==> src/rtl/hazard_ctrl_pkg.sv <==
// Shared definitions for the hazard/sequencing unit.
//  - mulState_t : multiply sequencer states (ST_IDLE / ST_BUSY)
//  - FWD_RF / FWD_W / FWD_M : forwarding select encodings
//  - REG_PC     : register number of the PC (never forwarded)
//  - fwdSel     : forwarding select for one Execute source operand
package hazard_ctrl_pkg;

  typedef enum logic {
    ST_IDLE = 1'b0,
    ST_BUSY = 1'b1
  } mulState_t;

  localparam logic [1:0] FWD_RF = 2'b00;
  localparam logic [1:0] FWD_W  = 2'b01;
  localparam logic [1:0] FWD_M  = 2'b10;
  localparam logic [3:0] REG_PC = 4'd15;

  // Memory stage result is younger than Writeback, so it wins when both match.
  function automatic logic [1:0] fwdSel(input logic       regWriteM,
                                        input logic [3:0] wa3M,
                                        input logic       regWriteW,
                                        input logic [3:0] wa3W,
                                        input logic [3:0] ra);
    logic [1:0] sel;
    sel = FWD_RF;
    if (ra != REG_PC) begin
      if (regWriteM && (wa3M == ra))      sel = FWD_M;
      else if (regWriteW && (wa3W == ra)) sel = FWD_W;
    end
    return sel;
  endfunction

endpackage

==> src/rtl/hazard_ctrl_if.sv <==
// Bundle between the pipeline datapath and the hazard unit.
//  master : pipeline side - drives register numbers / stage flags,
//           receives forward selects, stalls, flushes, multiplier control
//           and perf counters.
//  slave  : hazard unit side (directions reversed).
//  CNT_W  : width of StallCount / FlushCount.
interface hazard_ctrl_if #(parameter int CNT_W = 16);

  logic [3:0]       RA1D, RA2D, RA1E, RA2E;
  logic [3:0]       WA3E, WA3M, WA3W;
  logic             RegWriteM, RegWriteW, MemToRegE;
  logic             PCSrcD, PCSrcE, PCSrcM, PCSrcW;
  logic             BranchTakenE, LongE, CondExE;

  logic [1:0]       ForwardAE, ForwardBE;
  logic             StallF, StallD, StallE;
  logic             FlushD, FlushE, FlushM;
  logic             MulStart, MulBusy;
  logic [CNT_W-1:0] StallCount, FlushCount;

  modport master (
    output RA1D, RA2D, RA1E, RA2E, WA3E, WA3M, WA3W,
           RegWriteM, RegWriteW, MemToRegE,
           PCSrcD, PCSrcE, PCSrcM, PCSrcW,
           BranchTakenE, LongE, CondExE,
    input  ForwardAE, ForwardBE, StallF, StallD, StallE,
           FlushD, FlushE, FlushM, MulStart, MulBusy,
           StallCount, FlushCount
  );

  modport slave (
    input  RA1D, RA2D, RA1E, RA2E, WA3E, WA3M, WA3W,
           RegWriteM, RegWriteW, MemToRegE,
           PCSrcD, PCSrcE, PCSrcM, PCSrcW,
           BranchTakenE, LongE, CondExE,
    output ForwardAE, ForwardBE, StallF, StallD, StallE,
           FlushD, FlushE, FlushM, MulStart, MulBusy,
           StallCount, FlushCount
  );

endinterface

==> src/rtl/hazard_ctrl_mul_seq.sv <==
// Multiply sequencer (mul_seq): holds Execute while the shared iterative
// multiplier runs.
//  clk, reset (async, active-low)
//  mulReq   : long multiply in Execute whose condition passed
//  mulStall : hold Execute / bubble into Memory
//  mulStart : one-cycle start pulse to the multiplier
//  mulBusy  : sequencing in progress (BUSY state)
// The stall is MUL_CYCLES cycles long: the request cycle itself plus
// MUL_CYCLES-1 BUSY cycles; the final BUSY cycle releases Execute, so the
// instruction sits in Execute for MUL_CYCLES+1 cycles.
module hazard_ctrl_mul_seq
  import hazard_ctrl_pkg::*;
#(
  parameter int MUL_CYCLES = 4
) (
  input  logic clk,
  input  logic reset,
  input  logic mulReq,
  output logic mulStall,
  output logic mulStart,
  output logic mulBusy
);

  localparam logic [3:0] CNT_INIT = 4'(MUL_CYCLES - 1);

  mulState_t  state;
  logic [3:0] cnt;

  always_ff @(posedge clk or negedge reset) begin
    if (!reset) begin
      state <= ST_IDLE;
      cnt   <= 4'd0;
    end else begin
      case (state)
        ST_IDLE: begin
          if (mulReq) begin
            state <= ST_BUSY;
            cnt   <= CNT_INIT;
          end
        end
        ST_BUSY: begin
          if (cnt != 4'd0) cnt   <= cnt - 4'd1;
          else             state <= ST_IDLE;
        end
        default: state <= ST_IDLE;
      endcase
    end
  end

  // A request seen while BUSY belongs to the instruction already being
  // sequenced, so it only starts from IDLE.
  assign mulStart = (state == ST_IDLE) && mulReq;
  assign mulStall = mulStart || ((state == ST_BUSY) && (cnt != 4'd0));
  assign mulBusy  = (state == ST_BUSY);

endmodule

==> src/rtl/hazard_ctrl.sv <==
// Pipeline hazard/sequencing unit for the 5-stage core.
//  clk   : core clock, rising edge
//  reset : asynchronous, active-low
//  hz    : hazard_ctrl_if.slave - register numbers and stage flags in;
//          ForwardAE/BE, StallF/D/E, FlushD/E/M, MulStart, MulBusy,
//          StallCount, FlushCount out.
// Forwarding, stalls and flushes are combinational; only the multiply
// sequencer and the perf counters hold state.
// Optional feature: define HAZARD_PERF_EN to build the saturating
// StallCount/FlushCount counters; otherwise both read as zero.
module hazard_ctrl
  import hazard_ctrl_pkg::*;
#(
  parameter int MUL_CYCLES = 4,
  parameter int CNT_W      = 16
) (
  input  logic          clk,
  input  logic          reset,
  hazard_ctrl_if.slave  hz
);

  logic ldStall, pcPend, mulReq;
  logic mulStall, mulStart, mulBusy;
  logic stallD, flushD, flushE;

  assign hz.ForwardAE = fwdSel(hz.RegWriteM, hz.WA3M, hz.RegWriteW, hz.WA3W, hz.RA1E);
  assign hz.ForwardBE = fwdSel(hz.RegWriteM, hz.WA3M, hz.RegWriteW, hz.WA3W, hz.RA2E);

  assign ldStall = hz.MemToRegE && ((hz.RA1D == hz.WA3E) || (hz.RA2D == hz.WA3E));
  assign pcPend  = hz.PCSrcD || hz.PCSrcE || hz.PCSrcM;
  assign mulReq  = hz.LongE && hz.CondExE;

  hazard_ctrl_mul_seq #(.MUL_CYCLES(MUL_CYCLES)) uMulSeq (
    .clk      (clk),
    .reset    (reset),
    .mulReq   (mulReq),
    .mulStall (mulStall),
    .mulStart (mulStart),
    .mulBusy  (mulBusy)
  );

  // While the multiplier holds Execute, the younger stages must keep their
  // contents, so flushes are suppressed and Memory receives a bubble instead.
  assign stallD = ldStall || mulStall;
  assign flushD = (pcPend || hz.PCSrcW || hz.BranchTakenE) && !mulStall;
  assign flushE = (ldStall || hz.BranchTakenE) && !mulStall;

  assign hz.StallF   = ldStall || pcPend || mulStall;
  assign hz.StallD   = stallD;
  assign hz.StallE   = mulStall;
  assign hz.FlushD   = flushD;
  assign hz.FlushE   = flushE;
  assign hz.FlushM   = mulStall;
  assign hz.MulStart = mulStart;
  assign hz.MulBusy  = mulBusy;

`ifdef HAZARD_PERF_EN
  logic [CNT_W-1:0] stallCount, flushCount;

  // Saturating counters: stick at all-ones rather than wrap.
  always_ff @(posedge clk or negedge reset) begin
    if (!reset) begin
      stallCount <= '0;
      flushCount <= '0;
    end else begin
      if (stallD && (stallCount != '1))
        stallCount <= stallCount + 1'b1;
      if ((flushD || flushE) && (flushCount != '1))
        flushCount <= flushCount + 1'b1;
    end
  end

  assign hz.StallCount = stallCount;
  assign hz.FlushCount = flushCount;
`else
  assign hz.StallCount = '0;
  assign hz.FlushCount = '0;
`endif

endmodule

==> src/flat_wrapper.sv <==
// flat-port wrapper written by rule: the top's interface ports become plain ports
module hazard_ctrl_flat import hazard_ctrl_pkg::*;
#(
  parameter int MUL_CYCLES = 4,
  parameter int CNT_W      = 16
)
  (clk, reset, hz_RA1D, hz_RA2D, hz_RA1E, hz_RA2E, hz_WA3E, hz_WA3M, hz_WA3W, hz_RegWriteM, hz_RegWriteW, hz_MemToRegE, hz_PCSrcD, hz_PCSrcE, hz_PCSrcM, hz_PCSrcW, hz_BranchTakenE, hz_LongE, hz_CondExE, hz_ForwardAE, hz_ForwardBE, hz_StallF, hz_StallD, hz_StallE, hz_FlushD, hz_FlushE, hz_FlushM, hz_MulStart, hz_MulBusy, hz_StallCount, hz_FlushCount);
  hazard_ctrl_if #(.CNT_W(CNT_W)) hz_i ();
  input  logic clk;
  input  logic reset;
  input wire logic [$bits(hz_i.RA1D)-1:0] hz_RA1D;
  input wire logic [$bits(hz_i.RA2D)-1:0] hz_RA2D;
  input wire logic [$bits(hz_i.RA1E)-1:0] hz_RA1E;
  input wire logic [$bits(hz_i.RA2E)-1:0] hz_RA2E;
  input wire logic [$bits(hz_i.WA3E)-1:0] hz_WA3E;
  input wire logic [$bits(hz_i.WA3M)-1:0] hz_WA3M;
  input wire logic [$bits(hz_i.WA3W)-1:0] hz_WA3W;
  input wire logic [$bits(hz_i.RegWriteM)-1:0] hz_RegWriteM;
  input wire logic [$bits(hz_i.RegWriteW)-1:0] hz_RegWriteW;
  input wire logic [$bits(hz_i.MemToRegE)-1:0] hz_MemToRegE;
  input wire logic [$bits(hz_i.PCSrcD)-1:0] hz_PCSrcD;
  input wire logic [$bits(hz_i.PCSrcE)-1:0] hz_PCSrcE;
  input wire logic [$bits(hz_i.PCSrcM)-1:0] hz_PCSrcM;
  input wire logic [$bits(hz_i.PCSrcW)-1:0] hz_PCSrcW;
  input wire logic [$bits(hz_i.BranchTakenE)-1:0] hz_BranchTakenE;
  input wire logic [$bits(hz_i.LongE)-1:0] hz_LongE;
  input wire logic [$bits(hz_i.CondExE)-1:0] hz_CondExE;
  output wire logic [$bits(hz_i.ForwardAE)-1:0] hz_ForwardAE;
  output wire logic [$bits(hz_i.ForwardBE)-1:0] hz_ForwardBE;
  output wire logic [$bits(hz_i.StallF)-1:0] hz_StallF;
  output wire logic [$bits(hz_i.StallD)-1:0] hz_StallD;
  output wire logic [$bits(hz_i.StallE)-1:0] hz_StallE;
  output wire logic [$bits(hz_i.FlushD)-1:0] hz_FlushD;
  output wire logic [$bits(hz_i.FlushE)-1:0] hz_FlushE;
  output wire logic [$bits(hz_i.FlushM)-1:0] hz_FlushM;
  output wire logic [$bits(hz_i.MulStart)-1:0] hz_MulStart;
  output wire logic [$bits(hz_i.MulBusy)-1:0] hz_MulBusy;
  output wire logic [$bits(hz_i.StallCount)-1:0] hz_StallCount;
  output wire logic [$bits(hz_i.FlushCount)-1:0] hz_FlushCount;
  assign hz_i.RA1D = hz_RA1D;
  assign hz_i.RA2D = hz_RA2D;
  assign hz_i.RA1E = hz_RA1E;
  assign hz_i.RA2E = hz_RA2E;
  assign hz_i.WA3E = hz_WA3E;
  assign hz_i.WA3M = hz_WA3M;
  assign hz_i.WA3W = hz_WA3W;
  assign hz_i.RegWriteM = hz_RegWriteM;
  assign hz_i.RegWriteW = hz_RegWriteW;
  assign hz_i.MemToRegE = hz_MemToRegE;
  assign hz_i.PCSrcD = hz_PCSrcD;
  assign hz_i.PCSrcE = hz_PCSrcE;
  assign hz_i.PCSrcM = hz_PCSrcM;
  assign hz_i.PCSrcW = hz_PCSrcW;
  assign hz_i.BranchTakenE = hz_BranchTakenE;
  assign hz_i.LongE = hz_LongE;
  assign hz_i.CondExE = hz_CondExE;
  assign hz_ForwardAE = hz_i.ForwardAE;
  assign hz_ForwardBE = hz_i.ForwardBE;
  assign hz_StallF = hz_i.StallF;
  assign hz_StallD = hz_i.StallD;
  assign hz_StallE = hz_i.StallE;
  assign hz_FlushD = hz_i.FlushD;
  assign hz_FlushE = hz_i.FlushE;
  assign hz_FlushM = hz_i.FlushM;
  assign hz_MulStart = hz_i.MulStart;
  assign hz_MulBusy = hz_i.MulBusy;
  assign hz_StallCount = hz_i.StallCount;
  assign hz_FlushCount = hz_i.FlushCount;
  hazard_ctrl #(.MUL_CYCLES(MUL_CYCLES), .CNT_W(CNT_W)) u_core (.clk(clk), .reset(reset), .hz(hz_i));
endmodule
==> config.mk <==
export PLATFORM = sky130hd
export DESIGN_NAME = hazard_ctrl_flat
export DESIGN_NICKNAME = d
export VERILOG_FILES = /design/src/rtl/hazard_ctrl_pkg.sv /design/src/rtl/hazard_ctrl_if.sv /design/src/rtl/hazard_ctrl_mul_seq.sv /design/src/rtl/hazard_ctrl.sv /design/src/flat_wrapper.sv
export SDC_FILE = /design/constraint.sdc
export NUM_CORES = 1
export LEC_CHECK = 0
export ABC_AREA = 0
export BUFFER_PORTS_ARGS = -buffer_cell sky130_fd_sc_hd__buf_2
export CORE_AREA = 2 2 45 68
export CTS_CLUSTER_DIAMETER = 40
export DETAILED_ROUTE_END_ITERATION = 10
export DIE_AREA = 0 0 47 70
export PLACE_DENSITY_LB_ADDON = 0.25
export SLEW_MARGIN = 5
export SYNTH_ARGS = -nofsm -noshare
export SYNTH_HDL_FRONTEND = slang
export SYNTH_HIERARCHICAL = 1
export SYNTH_SLANG_ARGS = --single-unit
==> constraint.sdc <==
create_clock -name clk -period 1.6 [get_ports clk]
set_input_delay 0.24 -clock clk [delete_from_list [all_inputs] [get_ports clk]]
set_output_delay 0.24 -clock clk [all_outputs]
set_load 0.02 [all_outputs]
==> flow_summary.ini <==
[synthesis]
ys_top_cells_by_count = buf_4, xor2_1, xnor2_1
synth_area_per_cell_um2 = 7.883
synth_top_area_cell = buf_4
synth_edf_count = 0
yosysSeqAreaShare_pct = 14.43
synthArstFlopShare_pct = 100.0
synthFlopType = dfrtp_1
synth.top_cell.area_share_pct = 28.57
synthTopCellsByArea = buf_4, dfrtp_1, xor2_1
synth_seq_cells = 5
yosysWarnings = 6
syn-cell-area_um2 = 867.1
ys_types = 27
yosysMostFrequentCell = buf_4
postSynthCellCount = 110

[power_and_ir_drop]
combPwrFrac_pct = 68.2
swShare_pct = 42.64
vdd_drop_max_uv = 601.4
p_int_uw = 911.2
seqPwrFrac_pct = 16.1
p_clk_share_pct = 15.7
power_switching_uw = 677.5
p_per_area_nw_per_um2 = 1279
p_leak_uw = 0.0006648

[route]
wirelength_um = 2232
drc = 0
wl_per_cell_um = 10.53
vias = 866
ant_nets = 0
vias_per_cell = 4.085
drtIter0Drc = 12
drtPass1Iterations = 4

[clocking]
htreeDepth = 1
cts_tree = yes
clkLatencyLatePin_ns = 0.23
cts.path.max_buffers = 2
cts_sinks = 5
cts-buffers-inserted = 3
clkSlewWorstSetupHoldPaths_ns = 0.04
cts-root-buf = clkbuf_8

[timing]
rsz0062_at_grt = true
fmax_mhz = 566.2
min_period_ns = 1.766
fin_crit_sh_pct = 110.4
hold_viol = 0
setup_slack_ns = -0.1661
finClkSkew_ns = 0.007105
setup_viol = 6
drv_slew = 0

[critical_path]
slowest_delay_ns = 0.38
cp.required_ns = 1.36
path_common_cell = inv_2
worst_ep_arrival_time_ns = 1.53
cp-start-kind = flop
critPathMaxFanout = 5
crit_path_top_delay_cell = dfrtp_1
crit_type = flop to primary output
crit_family = flip-flops
cp_cell_sequence = inv_2 -> ha_4 -> inv_2 -> o31ai_4 -> nand2b_4 -> nand3b_1 -> buf_6
path_buf_inv = 3
cp-end-kind = primary output

[placed_design]
hpwl_um = 1919
portBuffers = 51
gp_congestion = 0.7839
pre_cts_ws_ns = 0.01315
dpl-instance-area_um2 = 1094

[floorplan]
ios = 84
core_region_area_um2 = 2763
die-area_um2 = 3290
start_util_pct = 31.39
die_w_um = 47
fp.dieH_um = 70
rows = 24

[finish]
final_nets = 215
area_growth_syn_to_layout_pct = 43.29
layout-drive-gt1-share_pct = 41.62
diodes = 0
final_area_um2 = 1242

[global_route]
gr-total-overflow = 0
grt_pass1_wl_um = 3201
grt_pass1_vias = 816
grt_max_degree = 8
track_usage_pct = 13.12
antenna_found_initial = 0

[flow_run]
cap_violations = 0

[hold_path]
holdCritPathClass = input port to asynchronous set/reset pin

[run_status]
violations = negative setup slack
status = complete, but fails checks
## through the flow
step | hold WS, ns | utilization, % | TNS [ns] | total power, µW | std cells
global placement | 0.06346 | 39.58 | 0 | 1038 | 200
floorplan | -0.05559 | - | 0 | 878.1 | 141
CTS | 0.3649 | 43.61 | -0.8002 | 1475 | 209
global route | 0.3899 | 44.97 | -0.9222 | 1685 | 212
finish | 0.3509 | 44.97 | -0.6457 | 1589 | 212
detailed placement | 0.06477 | 39.58 | 0 | 1069 | 200
## cell type report
| cell class | count | area (µm²) |
|---|---|---|
| multi-input combinational | 97 | 626.9 |
| tap | 39 | 48.80 |
| fill | 306 | 1520 |
| inverter | 6 | 22.52 |
| timing repair buffer | 61 | 374.1 |
| sequential | 5 | 125.1 |
| clock buffer | 4 | 45.04 |
## metal layers
layer  share of wire [%]  GRT usage [%]  up-vias
met5                   0              0        -
met2                  62          27.25       51
li1                    -              -      422
met1                  29          10.28      391
met4                0.72          4.012        0
met3                 7.9          3.101        2
## cells in the final DEF, fill, tap and decap left out, drive strengths merged, types with 2 or more instances in the layout
cell and n:
nand3 4, mux2i 3, xnor2 8, buf 60, nand2b 2, xor2 14, nand2 3, clkbuf 4
dfrtp 5, conb 32, nand4 2, o21a 4, nor4 4, nor3 4, nor2 5, inv 6
a21oi 2
## sequential cells by signal (all words and copies together) (netlist names)
register                cells
u_core/uMulSeq/cnt          4
u_core/uMulSeq/mulBusy      1
## worst reg2reg max path, stage by stage, from the launching register on
cell and delay [ns]:
dfrtp_1 0.38, inv_2 0.07, ha_4 0.13, inv_2 0.04, o31ai_4 0.23, buf_4 0.15, buf_4 0.09, buf_4 0.11
mux2i_1 0.20
## kinds of logic after synthesis
| group | Yosys count | share of synthesized area [%] |
|---|---|---|
| buffers and inverters | 39 | 31.17 |
| and+or+nand+nor | 28 | 17.03 |
| xor gates and xnor gates | 22 | 22.22 |
| AOI/OAI and AO/OA | 10 | 8.514 |
| DFF | 5 | 14.43 |
| muxes | 4 | 4.762 |
| adders and majority gates | 1 | 1.443 |
| other | 1 | 0.4325 |
## path summary, 6_finish.rpt
check / to / cells after the start / slack (ns) / start
max: hz_StallF / 7 / -0.17 / u_core/uMulSeq/cnt[0]$_DFFE_PN0P_
min reg2reg: u_core/uMulSeq/cnt[0]$_DFFE_PN0P_ / 2 / 0.60 / u_core/uMulSeq/cnt[0]$_DFFE_PN0P_
min: u_core/uMulSeq/mulBusy$_DFF_PN0_ / 2 / 0.35 / reset
min in group clk: u_core/uMulSeq/cnt[2]$_DFFE_PN0P_ / 4 / 0.54 / hz_CondExE
max reg2reg: u_core/uMulSeq/cnt[0]$_DFFE_PN0P_ / 8 / 0.11 / u_core/uMulSeq/cnt[0]$_DFFE_PN0P_
max in group asynchronous: u_core/uMulSeq/cnt[2]$_DFFE_PN0P_ / 2 / 1.10 / reset
## power by group through the flow
stage / registers, µW / logic (µW) / clock network (µW)
global placement: 248 / 790 / 0
detailed placement: 252 / 817 / 0
floorplan: 261 / 617 / 0
finish: 256 / 1080 / 249
global route: 262 / 1160 / 260
CTS: 253 / 978 / 243
## timing repair
item                                    in CTS  in global routing
buffers inserted                             4                  3
gates cloned                                 0                  0
endpoints found under the setup margin       6                  6
hold buffers                                 1                  0
pin swaps                                    2                  1
gates resized for setup                     11                  4
hold endpoints to repair                     5                  0
(Power assumes the default switching activity.)
